`config.mk`:
```
export PLATFORM = sky130hd
export DESIGN_NAME = filter_window_scheduler_flat
export DESIGN_NICKNAME = d
export VERILOG_FILES = /design/src/rtl/filter_window_scheduler_if.sv /design/src/rtl/filter_window_scheduler.sv /design/src/flat_wrapper.sv
export SDC_FILE = /design/constraint.sdc
export NUM_CORES = 1
export LEC_CHECK = 0
export BUFFER_PORTS_ARGS = -buffer_cell sky130_fd_sc_hd__clkbuf_2
export CORE_MARGIN = 1
export CORE_UTILIZATION = 52
export DETAILED_ROUTE_END_ITERATION = 8
export PLACE_DENSITY = 0.86
export SLEW_MARGIN = 25
export SYNTH_ARGS = -nofsm -noshare
export SYNTH_HDL_FRONTEND = slang
export SYNTH_SLANG_ARGS = --single-unit
```
`constraint.sdc`:
```
create_clock -name clk -period 2.6 [get_ports clk]
set_clock_uncertainty 0.1 [all_clocks]
set_input_delay 0.52 -clock clk [delete_from_list [all_inputs] [get_ports clk]]
set_output_delay 0.52 -clock clk [all_outputs]
set_load 0.03 [all_outputs]
```
`src/rtl/filter_window_scheduler_if.sv`:
```
// filter_window_scheduler_if: pixel stream, window and output handshake bundle
// master drives pix_in/pix_in_valid/filt_pixel/out_ready; slave (the scheduler)
// drives pix_in_ready/win_out/pix_out/out_valid.
interface filter_window_scheduler_if;
  logic [7:0]  pix_in;
  logic        pix_in_valid;
  logic        pix_in_ready;
  logic [71:0] win_out;
  logic [7:0]  filt_pixel;
  logic [7:0]  pix_out;
  logic        out_valid;
  logic        out_ready;
  modport master (
    output pix_in, pix_in_valid, filt_pixel, out_ready,
    input  pix_in_ready, win_out, pix_out, out_valid
  );
  modport slave (
    input  pix_in, pix_in_valid, filt_pixel, out_ready,
    output pix_in_ready, win_out, pix_out, out_valid
  );
endinterface

```
`src/rtl/filter_window_scheduler.sv`:
```
// filter_window_scheduler: raster-scan 3x3 window scheduler for a median filter
// Ports: clk, rst_n (async active-low), start (frame pulse), busy, done (frame pulse),
// bus (slave modport: pixel input handshake, win_out to datapath, filt_pixel back,
// pix_out/out_valid/out_ready output handshake).
// Optional FILTER_WIN_BYPASS_EN adds input bypass: pix_out becomes the window centre.
module filter_window_scheduler #(
  parameter int IMG_W = 8,
  parameter int IMG_H = 8
) (
  input  logic clk,
  input  logic rst_n,
  input  logic start,
`ifdef FILTER_WIN_BYPASS_EN
  input  logic bypass,
`endif
  filter_window_scheduler_if.slave bus,
  output logic busy,
  output logic done
);
  localparam int CW = $clog2(IMG_W);
  localparam int RW = $clog2(IMG_H);
  localparam logic [1:0] IDLE = 2'd0, FILL = 2'd1, RUN = 2'd2, FLUSH = 2'd3;
  logic [1:0]    state;
  logic [CW-1:0] col;
  logic [RW-1:0] row;
  logic [7:0]    win [9];
  logic [7:0]    line_a [IMG_W];
  logic [7:0]    line_b [IMG_W];
  logic          xfer, last_col, last_pix, qual;
  assign bus.pix_in_ready = (state == FILL || state == RUN) && (!bus.out_valid || bus.out_ready);
  assign xfer     = bus.pix_in_valid && bus.pix_in_ready;
  assign last_col = col == CW'(IMG_W - 1);
  assign last_pix = last_col && row == RW'(IMG_H - 1);
  assign qual     = row >= RW'(2) && col >= CW'(2);
  assign busy     = state != IDLE;
  assign done     = state == FLUSH && (!bus.out_valid || bus.out_ready);
`ifdef FILTER_WIN_BYPASS_EN
  assign bus.pix_out = bypass ? win[4] : bus.filt_pixel;
`else
  assign bus.pix_out = bus.filt_pixel;
`endif
  for (genvar g = 0; g < 9; g++) begin : g_win
    assign bus.win_out[g*8 +: 8] = win[g];
  end
  always_ff @(posedge clk or negedge rst_n) begin
    if (!rst_n) begin
      state         <= IDLE;
      col           <= '0;
      row           <= '0;
      bus.out_valid <= 1'b0;
      for (int k = 0; k < 9; k++) win[k] <= '0;
    end else begin
      state <= state == IDLE ? (start ? FILL : IDLE) :
               state == FILL ? (xfer && last_col && row == RW'(1) ? RUN : FILL) :
               state == RUN  ? (xfer && last_pix ? FLUSH : RUN) :
               (done ? IDLE : FLUSH);
      if (state == IDLE && start) begin
        col <= '0;
        row <= '0;
      end else if (xfer) begin
        col <= last_col ? '0 : col + 1'b1;
        row <= last_col ? row + 1'b1 : row;
      end
      if (xfer) bus.out_valid <= qual;
      else if (bus.out_valid && bus.out_ready) bus.out_valid <= 1'b0;
      if (xfer) begin
        for (int k = 0; k < 3; k++) begin
          win[k*3]   <= win[k*3+1];
          win[k*3+1] <= win[k*3+2];
        end
        win[2] <= line_a[col];
        win[5] <= line_b[col];
        win[8] <= bus.pix_in;
      end
    end
  end
  // line_a holds row-2, line_b row-1; contents are never read for an output
  // before being rewritten in the current frame, so no reset is needed
  always_ff @(posedge clk) begin
    if (xfer) begin
      line_a[col] <= line_b[col];
      line_b[col] <= bus.pix_in;
    end
  end
endmodule

```
`src/flat_wrapper.sv`:
```
// flat-port wrapper written by rule: the top's interface ports become plain ports
module filter_window_scheduler_flat 
#(
  parameter int IMG_W = 8,
  parameter int IMG_H = 8
)
  (clk, rst_n, start, busy, done, bus_pix_in, bus_pix_in_valid, bus_filt_pixel, bus_out_ready, bus_pix_in_ready, bus_win_out, bus_pix_out, bus_out_valid);
  filter_window_scheduler_if bus_i ();
  input  logic clk;
  input  logic rst_n;
  input  logic start;
  output logic busy;
  output logic done;
  input wire logic [$bits(bus_i.pix_in)-1:0] bus_pix_in;
  input wire logic [$bits(bus_i.pix_in_valid)-1:0] bus_pix_in_valid;
  input wire logic [$bits(bus_i.filt_pixel)-1:0] bus_filt_pixel;
  input wire logic [$bits(bus_i.out_ready)-1:0] bus_out_ready;
  output wire logic [$bits(bus_i.pix_in_ready)-1:0] bus_pix_in_ready;
  output wire logic [$bits(bus_i.win_out)-1:0] bus_win_out;
  output wire logic [$bits(bus_i.pix_out)-1:0] bus_pix_out;
  output wire logic [$bits(bus_i.out_valid)-1:0] bus_out_valid;
  assign bus_i.pix_in = bus_pix_in;
  assign bus_i.pix_in_valid = bus_pix_in_valid;
  assign bus_i.filt_pixel = bus_filt_pixel;
  assign bus_i.out_ready = bus_out_ready;
  assign bus_pix_in_ready = bus_i.pix_in_ready;
  assign bus_win_out = bus_i.win_out;
  assign bus_pix_out = bus_i.pix_out;
  assign bus_out_valid = bus_i.out_valid;
  filter_window_scheduler #(.IMG_W(IMG_W), .IMG_H(IMG_H)) u_core (.clk(clk), .rst_n(rst_n), .start(start), .bus(bus_i), .busy(busy), .done(done));
endmodule
```
==> metrics.csv <==
metric,value,unit
outcome,"finished, final reports clean",
period utilisation layout,0.895,
CTS Buffer Depth,3,
worst slew pin tran,0.619,ns
Core Footprint,15400,um^2
area of the die,16500,um^2
Switching Share,0.365,
multi-input logic area,2190,um^2
initial antenna violation count,0,
Clock power frac,0.226,
Fmax,430,MHz
max cap viols,0,
WP data arrival,2.64,ns
die width,129,um
I/O Buffers,88,
Antenna Nets Post-Route,0,
clk slew on worst S/H paths,0.06,ns
GRT overflow,0,
gpl congestion,0.833,
TritonCTS Sinks,209,
Final setup viols,0,
Mean Syn Cell Area,17.5,um^2
Tot Pwr,12500,uW
via count,4773,
Vias/cell,5.89,
"Cell Area, Synth",8330,um^2
top-level port count,105,
Synth cell types,39,
CP Class,register to register,
Residual DRC,0,
"Slew Viols, Final",0,
Area Growth Syn to Fin,16.5,%
critical path launch point type,register,
Storage cell area,5870,um^2
pin count of the biggest net entering global routing,42,
Setup TNS Final,0,ns
final net count,616,
Die Ht,129,um
pwr dens,1290,nW/um^2
DRT iter0 DRCs,479,
Overall Global Routing Usage,0.218,
Synthesized Nets,508,
wire per inst,21.6,um
Tmin final,2.33,ns
DP Wirelength,10900,um
"FF+latch count, synth",209,
Cells after Synth,477,
Internal,7940,uW
Rows,45,
FILL cells,1066,
"area leader, netlist",edfxtp_1,
worst hold-check path type,input pin to register,
first drt pass iteration count,5,
Synth area leaders,"edfxtp_1, dfrtp_1, mux2_2, mux4_2, mux2i_1",
CTS root buf,clkbuf_16,
Static Leak,0.00381,uW
number of flops mapped to enable cells by yosys,128,
relative slew slack,0.586,
"commonest non-fill, non-tap cells in the layout","edfxtp_1, clkbuf_2, dfrtp_1",
Seq pwr share,0.422,
CTS Buf Count,21,
yosys warns,0,
ant diodes,0,
Routed WL,17500,um
vias in the first global route,4815,
peak supply drop,0.000657,V
CP required,2.91,ns
H-tree level count,1,
CP Capture Type,register,
power share of the combinational group,0.352,
Yosys top cell area share,0.462,
"commonest non-fill, non-tap cell in the layout",edfxtp_1,
post-synthesis sequential area ratio,0.705,
Switching Power,4560,uW
share of cells above drive strength 1,0.384,
first-pass GRT wire length,27200,um
Post-synth top flop,edfxtp_1,
Worst Path Max Fanout,14,
worst skew pair latency,0.49,ns
Initial Util,0.540,
RSZ-0062 raised after global routing,false,
final-report hold violation count,0,
asr flop ratio synth,0.388,
CTS tree,done,
## Yosys cell counts, types with 4 or more instances
cell	n
o31ai_1	9
ha_1	10
nand3_1	4
and2_1	4
inv_1	8
edfxtp_1	128
clkbuf_1	5
mux4_1	5
a22o_1	7
buf_4	16
mux2i_1	23
mux2_2	62
buf_2	10
o21ai_0	15
a21oi_1	19
dfrtp_1	81
nor2_1	12
o22ai_1	8
mux2_1	8
mux4_2	13
## layer usage
metal | track usage | wire length (um) | part of all wire | vias up
li1 | - | - | - | 2054
met1 | 0.283 | 7040 | 0.40 | 2449
met2 | 0.379 | 8910 | 0.51 | 243
met3 | 0.0403 | 1310 | 0.075 | 27
met4 | 0.0616 | 238 | 0.014 | 0
met5 | 0 | 0 | 0 | -
## path summary, 6_finish.rpt
kind	from	endpoint	slack, ns	depth (start not counted)
setup / recovery	u_core.col[1]$_DFFE_PN0P_	u_core.row[0]$_DFFE_PN0P_	0.27	5
hold / removal	bus_pix_in[4]	u_core.line_b[2][4]$_DFFE_PP_	0.24	1
setup reg to reg	u_core.col[1]$_DFFE_PN0P_	u_core.row[0]$_DFFE_PN0P_	0.27	5
hold reg to reg	u_core.bus.win_out[3]$_DFFE_PN0P_	u_core.bus.win_out[3]$_DFFE_PN0P_	0.39	1
max in group asynchronous	rst_n	u_core.bus.win_out[3]$_DFFE_PN0P_	1.28	3
min in group asynchronous	rst_n	u_core.bus.win_out[63]$_DFFE_PN0P_	0.48	2
## power groups by stage
stage                     clock network [uW]  logic, uW  registers [uW]
after floorplan                            0       2150            6180
after global placement                     0       4220            5240
after detailed placement                   0       4340            5310
after CTS                               2850       4410            5260
after global routing                    2980       4680            5360
final                                   2830       4400            5270
## what timing repair did
action / 4_1_cts / 5_1_grt
endpoints found under the hold margin: 40 / 0
gates resized for setup: 0 / 0
buffers inserted: 0 / 0
hold buffers: 1 / 0
## flip-flops by register name, summed over array words and instances (netlist names)
signal                cells
u_core.bus.win_out       72
u_core.row                3
u_core.bus.out_valid      1
u_core.line_b            64
u_core.col                3
u_core.state              2
u_core.line_a            64
## cell type report
class | count | share of cell area
inverters | 8 | 0.00310
repair buffers | 121 | 0.0728
clock buffers | 29 | 0.0593
well taps | 211 | 0.0272
multi-input cells | 224 | 0.226
flip-flops and latches | 209 | 0.605
clock inverters | 8 | 0.00671
## logic make-up (layout without fill, tap and decap cells)
kind of cell               Yosys count  count (layout)  share of synthesized area
AOI/OAI and AO/OA                   65              65                     0.0490
adders and majority gates           10              10                     0.0150
buffers and inverters               44             166                     0.0332
DFF                                209             209                      0.705
muxes                              111             111                      0.173
and+or+nand+nor                     38              38                     0.0243
## worst max-delay path, cell delays in order, from the launching register on
cell and delay, ns:
dfrtp_1 0.73, ha_1 0.28, ha_1 0.30, inv_1 0.14, or4_1 0.54, a21oi_1 0.17
## metrics by stage
stage | utilization | std cells | instance area [um^2] | hold WS [ns] | worst slack, ns
after floorplan | - | 477 | 8340 | 0.124 | 0.289
after global placement | 0.587 | 772 | 9050 | 0.375 | 0.431
after detailed placement | 0.587 | 772 | 9050 | 0.386 | 0.400
after CTS | 0.629 | 810 | 9700 | 0.224 | 0.297
after global routing | 0.629 | 810 | 9700 | 0.249 | 0.208
final | 0.629 | 810 | 9700 | 0.235 | 0.274
Power figures use the tool's default switching activity.
